`src/rtl/ghost_limit_scanner.sv`:
```
// Per-frame neighbour scan: turns a ghost pixel position into a tile and four open-path flags.
// Outputs publish 6 edges after scan_start is sampled; no backpressure, starts during a scan are dropped.
module ghost_limit_scanner #(
  parameter int H_BOARD_ON = 200,
  parameter int V_BOARD_ON = 40,
  parameter int TILE_SHIFT = 4,
  parameter int CENTER_OFF = 8,
  parameter int MAZE_W     = 28,
  parameter int MAZE_H     = 31
) (
  input  logic        clk,
  input  logic        reset,
  input  logic        scan_start,
  input  logic [10:0] h_ghost_pos,
  input  logic [9:0]  v_ghost_pos,
  input  logic        door_pass,
  output logic [9:0]  maze_addr,
  input  logic [1:0]  maze_data,
  output logic [4:0]  h_tile,
  output logic [4:0]  v_tile,
  output logic        up_limit,
  output logic        down_limit,
  output logic        left_limit,
  output logic        right_limit,
  output logic        scan_busy,
  output logic        scan_done
);

  typedef enum logic [2:0] {
    S_IDLE, S_CALC, S_RD_U, S_RD_D, S_RD_L, S_RD_R, S_LAST, S_DONE
  } state_t;

  state_t      state, state_nxt;
  logic [10:0] h_pos_q;
  logic [9:0]  v_pos_q;
  logic [1:0]  up_dat, dn_dat, lt_dat;

  logic [10:0] h_rel, ht_raw;
  logic [9:0]  v_rel, vt_raw;
  logic        h_off, h_hi, v_off, v_hi, off_board;
  logic        h_al, v_al;
  logic [4:0]  ht, vt;
  logic [4:0]  rd_row, rd_col;
  logic        up_nxt, dn_nxt, lt_nxt, rt_nxt;

  function automatic logic is_open(input logic [1:0] d, input logic door);
    case (d)
      2'd1:    is_open = 1'b0;
      2'd2:    is_open = door;
      default: is_open = 1'b1;
    endcase
  endfunction

  // Tile geometry from the positions latched at the end of CALC
  always_comb begin
    h_rel     = h_pos_q - 11'(H_BOARD_ON);
    v_rel     = v_pos_q - 10'(V_BOARD_ON);
    ht_raw    = h_rel >> TILE_SHIFT;
    vt_raw    = v_rel >> TILE_SHIFT;
    h_off     = (h_pos_q < 11'(H_BOARD_ON));
    v_off     = (v_pos_q < 10'(V_BOARD_ON));
    h_hi      = !h_off && (ht_raw >= 11'(MAZE_W));
    v_hi      = !v_off && (vt_raw >= 10'(MAZE_H));
    off_board = h_off | h_hi | v_off | v_hi;
    h_al      = (h_rel[TILE_SHIFT-1:0] == TILE_SHIFT'(CENTER_OFF));
    v_al      = (v_rel[TILE_SHIFT-1:0] == TILE_SHIFT'(CENTER_OFF));
    ht        = h_off ? 5'd0 : (h_hi ? 5'(MAZE_W - 1) : ht_raw[4:0]);
    vt        = v_off ? 5'd0 : (v_hi ? 5'(MAZE_H - 1) : vt_raw[4:0]);
  end

  // Edge rows wrap inside the ROM; the gating below discards that data
  always_comb begin
    rd_row    = vt;
    rd_col    = ht;
    maze_addr = 10'd0;
    case (state)
      S_RD_U: rd_row = (vt == 5'd0) ? 5'(MAZE_H - 1) : vt - 5'd1;
      S_RD_D: rd_row = (vt == 5'(MAZE_H - 1)) ? 5'd0 : vt + 5'd1;
      S_RD_L: rd_col = (ht == 5'd0) ? 5'(MAZE_W - 1) : ht - 5'd1;
      S_RD_R: rd_col = (ht == 5'(MAZE_W - 1)) ? 5'd0 : ht + 5'd1;
      default: ;
    endcase
    if (state inside {S_RD_U, S_RD_D, S_RD_L, S_RD_R})
      maze_addr = 10'(rd_row) * 10'(MAZE_W) + 10'(rd_col);
  end

  // Right neighbour data arrives during LAST and is used directly at publish
  always_comb begin
    up_nxt = 1'b0;
    dn_nxt = 1'b0;
    lt_nxt = 1'b1;
    rt_nxt = 1'b1;
    if (!off_board) begin
      up_nxt = h_al && (vt != 5'd0)             && is_open(up_dat, door_pass);
      dn_nxt = h_al && (vt != 5'(MAZE_H - 1))   && is_open(dn_dat, door_pass);
      lt_nxt = v_al && is_open(lt_dat, door_pass);
      rt_nxt = v_al && is_open(maze_data, door_pass);
    end
  end

  always_comb begin
    state_nxt = state;
    case (state)
      S_IDLE:  if (scan_start) state_nxt = S_CALC;
      S_CALC:  state_nxt = S_RD_U;
      S_RD_U:  state_nxt = S_RD_D;
      S_RD_D:  state_nxt = S_RD_L;
      S_RD_L:  state_nxt = S_RD_R;
      S_RD_R:  state_nxt = S_LAST;
      S_LAST:  state_nxt = S_DONE;
      default: state_nxt = S_IDLE;
    endcase
  end

  assign scan_busy = (state != S_IDLE);
  assign scan_done = (state == S_DONE);

  always_ff @(posedge clk) begin
    if (reset) begin
      state       <= S_IDLE;
      h_pos_q     <= '0;
      v_pos_q     <= '0;
      up_dat      <= '0;
      dn_dat      <= '0;
      lt_dat      <= '0;
      h_tile      <= '0;
      v_tile      <= '0;
      up_limit    <= 1'b0;
      down_limit  <= 1'b0;
      left_limit  <= 1'b0;
      right_limit <= 1'b0;
    end else begin
      state <= state_nxt;
      case (state)
        S_CALC: begin
          h_pos_q <= h_ghost_pos;
          v_pos_q <= v_ghost_pos;
        end
        S_RD_D: up_dat <= maze_data;
        S_RD_L: dn_dat <= maze_data;
        S_RD_R: lt_dat <= maze_data;
        S_LAST: begin
          h_tile      <= ht;
          v_tile      <= vt;
          up_limit    <= up_nxt;
          down_limit  <= dn_nxt;
          left_limit  <= lt_nxt;
          right_limit <= rt_nxt;
        end
        default: ;
      endcase
    end
  end

endmodule

```
`config.mk`:
```
export PLATFORM = sky130hd
export DESIGN_NAME = ghost_limit_scanner
export DESIGN_NICKNAME = d
export VERILOG_FILES = /design/src/rtl/ghost_limit_scanner.sv
export SDC_FILE = /design/constraint.sdc
export NUM_CORES = 1
export LEC_CHECK = 0
export ABC_AREA = 1
export BUFFER_PORTS_ARGS = -buffer_cell sky130_fd_sc_hd__buf_2
export CAP_MARGIN = 20
export CELL_PAD_IN_SITES_DETAIL_PLACEMENT = 0
export CELL_PAD_IN_SITES_GLOBAL_PLACEMENT = 2
export CORE_MARGIN = 4
export CORE_UTILIZATION = 31
export DETAILED_ROUTE_END_ITERATION = 10
export MAX_ROUTING_LAYER = met4
export PLACE_DENSITY = 0.76
export SLEW_MARGIN = 5
export SYNTH_ARGS = -nofsm -noshare
export SYNTH_HDL_FRONTEND = slang
export SYNTH_SLANG_ARGS = --single-unit
```
`constraint.sdc`:
```
create_clock -name clk -period 6.53 [get_ports clk]
set_clock_uncertainty 0.2 [all_clocks]
set_input_delay 1.6325 -clock clk [delete_from_list [all_inputs] [get_ports clk]]
set_output_delay 1.6325 -clock clk [all_outputs]
set_load 0.01 [all_outputs]
```
Yosys cells after proc, flatten, opt, wreduce, memory -nomap -nowiden
Cells that the tools add are included.
{"block": "word_totals", "reg_bits": 44, "inputBits": 27, "out_inout_bits": 26, "word_cells": 89}
{"block": "op_classes", "add_sub_neg": 7, "mul": 1, "order_cmp": 4, "n_eq_ne": 21, "mux": 25, "bitwise_logic": 3, "n_reduce_logical": 16}
{"op": "$mux 5", "n": 8}
{"op": "$pmux 3 s7", "n": 1}
{"op": "$pmux 5 s2", "n": 2}
{"op": "$eq 3x3->1 const B", "n": 4}
{"op": "$lt 11x8->1 const B", "n": 1}
{"op": "$sub 11x8->11 const B", "n": 1}
{"op": "$add 10x5->10", "n": 1}
{"op": "$add 5x1->5 const B", "n": 2}
{"op": "$eq 5x5->1 const B", "n": 2}
{"op": "$logic_not 5->1", "n": 2}
{"op": "$lt 10x6->1 const B", "n": 1}
{"op": "$mux 10", "n": 1}
{"op": "$sub 10x6->10 const B", "n": 1}
{"op": "$sub 5x1->5 const B", "n": 2}
{"op": "$eq 2x1->1 const B", "n": 4}
{"op": "$eq 2x2->1 const B", "n": 4}
{"op": "$eq 4x4->1 const B", "n": 2}
{"op": "$logic_and 1x1->1", "n": 8}
{"op": "$mul 5x3->8 const B", "n": 1}
{"op": "$mux 1", "n": 8}
{"op": "$pmux 1 s2", "n": 4}
{"op": "$ge 7x5->1 const B", "n": 1}
{"op": "$eq 3x2->1 const B", "n": 2}
{"op": "$ge 6x5->1 const B", "n": 1}
{"op": "10 further kinds", "n": 13}

Longest topological paths before layout
{"block": "logic_depth", "ltp_word": 11, "depth_mapped": 35, "ltp_nobuf": 35}

Worst setup path after synthesis
Ideal clock, no wire load.
{"block": "synth_path", "path_type": "register to output", "startpoint": "reg v_pos_q[3]", "endpoint": "out maze_addr[9]", "arrival_ns": 4.242, "required_time_ns": 4.697, "slack_ns": 0.456, "stages_incl_launch_ff": 30, "path_buffers": 0, "path_cell_list": "dfxtp_1 -> inv_1 -> ha_1 -> inv_1 -> nand2_2 -> nand2_2 -> xor2_2 -> inv_2 -> nand2_1 -> nand2_1 -> nand2_2 -> nand2_2 -> nand2_2 -> ha_1 -> inv_1 -> nor2_1 -> nand3_2 -> a21oi_1 -> nor2_1 -> nor2_1 -> fa_1 -> ha_1 -> fa_1 -> inv_1 -> nor2_1 -> nand2_1 -> nor2_1 -> nand2_1 -> xnor2_1 -> nor2_1"}
{"block": "synth_between", "elab_chain_len": 11, "elab_cells_between_ends": 17, "cone_classes": "4 x add/sub; 1 x mul; 2 x order compare; 1 x eq/ne; 6 x mux; 3 x reduce/logical"}
{"item": "start, declared", "line": "35", "rtl": "logic [9:0] v_pos_q;"}
{"item": "start signal, assigned", "line": "137", "rtl": "v_pos_q <= v_ghost_pos;"}
{"item": "$sub 10x6->10 / $lt 10x6->1 (equally long branches)", "line": "57, 61"}
{"item": "$ge 6x5->1 / $logic_not 1->1 (equally long branches)", "line": "63", "rtl": "v_hi = !v_off && (vt_raw >= 10'(MAZE_H));"}
{"item": "$logic_and 1x1->1", "line": "63"}
{"item": "$mux 5", "line": "68", "rtl": "vt = v_off ? 5'd0 : (v_hi ? 5'(MAZE_H - 1) : vt_raw[4:0]);"}
{"item": "$mux 5 *", "line": "68"}
{"item": "$add 5x1->5 (tied with other cells)", "line": "78", "rtl": "S_RD_D: rd_row = (vt == 5'(MAZE_H - 1)) ? 5'd0 : vt + 5'd1;"}
{"item": "$mux 5, on equally long branches", "line": "78, 77"}
{"item": "$pmux 5 s2 *", "line": "76", "rtl": "case (state)"}
{"item": "$mul 5x3->8 *", "line": "84", "rtl": "maze_addr = 10'(rd_row) * 10'(MAZE_W) + 10'(rd_col);"}
{"item": "$add 10x5->10 *", "line": "84"}
{"item": "$mux 10 *", "line": "83", "rtl": "if (state inside {S_RD_U, S_RD_D, S_RD_L, S_RD_R})"}
{"item": "end, declared", "line": "17", "rtl": "output logic [9:0] maze_addr,"}
Mark *: on every way between the ends. The rest lies on a longest branch, timed or not.

Worst setup path after layout
{"block": "layout_path", "startpoint": "reg v_pos_q[4]", "endpoint": "out maze_addr[9]"}
{"block": "layout_between", "elab_chain_len": 11, "elab_cells_between_ends": 17, "cone_classes": "4 x add/sub; 1 x mul; 2 x order compare; 1 x eq/ne; 6 x mux; 3 x reduce/logical"}
{"item": "$sub 10x6->10 / $lt 10x6->1 (equally long branches)", "line": "57, 61"}
{"item": "$ge 6x5->1 / $logic_not 1->1 (equally long branches)", "line": "63"}
{"item": "$logic_and 1x1->1", "line": "63"}
{"item": "$mux 5", "line": "68"}
{"item": "$mux 5 *", "line": "68"}
{"item": "via vt[1]", "line": "42", "rtl": "logic [4:0] ht, vt;"}
{"item": "$add 5x1->5 (tied with other cells)", "line": "78"}
{"item": "$mux 5, on equally long branches", "line": "78, 77"}
{"item": "$pmux 5 s2 *", "line": "76"}
{"item": "$mul 5x3->8 *", "line": "84"}
{"item": "$add 10x5->10 *", "line": "84"}
{"item": "$mux 10 *", "line": "83"}
The timed path passes the listed nets; every way through them passes the cells marked *.

==> metrics.md <==
| Metric | Value |
|---|---|
| Worst slew margin | between 50 and 60% |
| Library cells used by synthesis | 39 |
| Routed vias | between 3k and 4k |
| Worst path max stage delay | between 600 and 700 ps |
| Synth cell count leaders | 89 x nand2_1, 65 x inv_1, 61 x nor2_1 |
| Setup crit end kind | output port |
| Initial Util | between 30% and 40% |
| Post-Layout Cell Count | 708 |
| # diodes | 0 |
| Fin. Hold Viols | 0 |
| CTS root buf | clkbuf_8 |
| RePlAce Congestion | 0.7769 |
| ANT nets after route | 0 |
| Worst-Skew Late Latency | around 290 ps |
| Slew Limit Fails | 0 |
| Crit Path Max Fanout | 5 |
| Final setup violation count | 0 |
| Startpoint types | register |
| Row cnt | 37 |
| Unrepaired setup endpoints after global routing | yes |
| CP required | around 4700 ps |
| Global route hottest layer | met2 |
| Max Fclk | between 150 and 200 MHz |
| Post-Syn Area per Cell | approximately 6.8 sq um |
| Post-DP HPWL | approximately 7 mm |
| Drt via density | between 4 and 5 |
| IO Port Bufs | 52 |
| Area leader, netlist | dfxtp_1 |
| Worst hold path cell count | 2 |
| Final min period | about 6300 ps |
| Total CTS buffers | 5 |
| Wire length per cell | approximately 13 um |
| Mapped Nets | approximately 540 |
| Longest Clk Path Bufs | 2 |
| Most common cell in the netlist | nand2_1 |
| Status | completed |
| Largest net degree at the start of global routing | between 40 and 50 |
| Arr. time, crit path | 4450 ps |
| Worst slack at placement | between 60 and 70 ps |
| CTS tree | yes |
| Initial antenna violation count | 0 |
| Placed Instances | about 670 |
| Number of synthesized flops with an enable pin | 0 |
| Top post-synthesis cells by area | dfxtp_1 26%, nand2_1 10%, ha_1 7.9% |
| First-pass GRT wire length | 15.28 mm |
| Async S/R FF share, synth | 0% |
| CTS Hold Bufs | 0 |
| Worst-path clk slew | about 90 ps |
| Final clock period utilization by the worst path | between 90% and 100% |
| Synthesis-to-finish area growth | 30.57% |
| Buf/Inv on CP | 7 |
| DRT iter0 DRCs | 93 |
| Hold WC Path Type | reg -> reg |
| # fillers | 1130 |
| Final setup margin | around 250 ps |
| Share of layout cells above drive strength 1 | 32.52% |
| GRT Total Usage | 14.96% |
| MaxCap Viol Count | 0 |
| Reg2Reg Depth | 21 |
| Met2 usage | between 20% and 30% |
| Crit path depth | 33 |
| Core area | approximately 0.010 sq mm |
| YS warnings | 0 |
| Synth Instances | 490 |
| Post-Route WL | ~9.1 mm |
| Worst Tran Pin Value | 731.8 ps |
| Met3 Track Usage GR | approximately 1.8% |
| Seq cells post-synth | 44 |
| IO Count | 53 |
| Top delay family on crit path | simple AND/OR/NAND/NOR gates |
| # H-tree levels | 2 |
| Die H | 111.7 um |
| Layout Nets | approximately 630 |
| Most common flop cell mapped by yosys | dfxtp_1 |
| TritonRoute pass-1 iters | 4 |
| GRT Residual Overflow | 0 |
| Die width | approximately 110 um |
| Multi-input gate area | 0.002400 sq mm |
| Sequential Area | a little under 900 sq um |
| Met1 Usage GRT | 18.25% |
| Mapped cell area | 0.003336 sq mm |
| Clock sink count | 44 |
| Post-synthesis sequential area ratio | roughly a quarter |
| Die area | ~0.012 sq mm |
| Final core utilization | between 40% and 50% |
| Slowest-stage cell, CP | fa_2 |
| Yosys top cell area share | a little over a quarter |
| DRC | 0 |
| Vias in the first global route | ~3.4k |
| Kind of critical path | reg -> out |
==> logic make-up (layout without fill, tap and decap cells) <==
kind of cell | count (synthesis) | count (layout) | share of synthesized area (%)
AO/OA/AOI/OAI | 102 | 102 | 16.47
XOR/XNOR | 7 | 7 | 2.626
adder cells (fa/ha/maj) | 27 | 27 | 11.48
buffers and inverters | 83 | 165 | 9.340
flip-flops | 44 | 44 | 26.41
AND/OR/NAND/NOR | 227 | 227 | 33.68
==> path summary, 6_finish.rpt <==
check | from | end | slack [ps]
worst min-delay path | lt_dat[1] | lt_dat[1] | 280
worst min register to register | lt_dat[1] | lt_dat[1] | 280
worst max-delay path | v_pos_q[4] | maze_addr[9] | 250
worst max register to register | v_pos_q[4] | down_limit | 4110
==> flip-flops by register name, summed over array words and instances, names as in the netlist <==
name / count
left_limit: 1
lt_dat: 2
right_limit: 1
dn_dat: 2
h_pos_q: 11
v_pos_q: 10
up_limit: 1
up_dat: 2
state: 3
h_tile: 5
down_limit: 1
v_tile: 5
==> repair_timing <==
action                                  in CTS  in global routing
buffers inserted                             9                 16
pin swaps                                    9                 36
endpoints found under the setup margin       4                  5
gates resized for setup                     14                 58
==> placed cells by master (no fill, tap or decap), types with 8 or more instances in the layout <==
master    n
o21ai_0  45
inv_2    18
buf_4    30
ha_1     15
nor2_4    8
nand2_4  10
inv_1    54
buf_2    52
dfxtp_1  41
nand3_1  19
nand2_2  16
a21oi_1  39
nand2_1  82
nor2_1   52
==> area by class of cell <==
| class | count | share of cell area (%) |
|---|---|---|
| clock buffer | 6 | 1.666 |
| inverter | 74 | 6.435 |
| timing repair buffer | 83 | 11.78 |
| multi-input combinational | 363 | 55.10 |
| clock inverter | 2 | 0.8044 |
| sequential | 44 | 20.31 |
| tap | 136 | 3.907 |
==> per-layer routing <==
metal	vias to the layer above	wire, um
li1	1745	-
met1	1585	4177
met2	41	4651
met3	6	164
met4	0	91
met5	-	0
==> per-stage QoR <==
step / area [sq um] / hold WS, ps / TNS [ps]
2_1_floorplan: 3336 / 243.7 / 0
3_3_place_gp: 3770 / 259.2 / 0
3_5_place_dp: 3770 / 270.4 / 0
4_1_cts: 3993 / 283.2 / 0
5_1_grt: 4355 / 315.4 / -202.4
6_report: 4355 / 278.5 / 0
==> worst reg2reg max path: stages, from the launching register on <==
cell,delay (ps)
dfxtp_2,330
inv_2,80
ha_4,150
inv_2,50
nand2_4,100
nand2_4,70
nor2_4,120
inv_2,50
nor2_4,100
nand2_2,60
nand2_2,70
nand2_4,80
nand2_4,80
nand2_4,70
inv_4,80
ha_4,120
inv_2,40
nor2_4,90
nand4_4,120
buf_4,170
nand3_1,60
a21oi_1,60
Power is not shown: default switching activity piles up to over one toggle a cycle in this logic, so the estimate is an artifact.
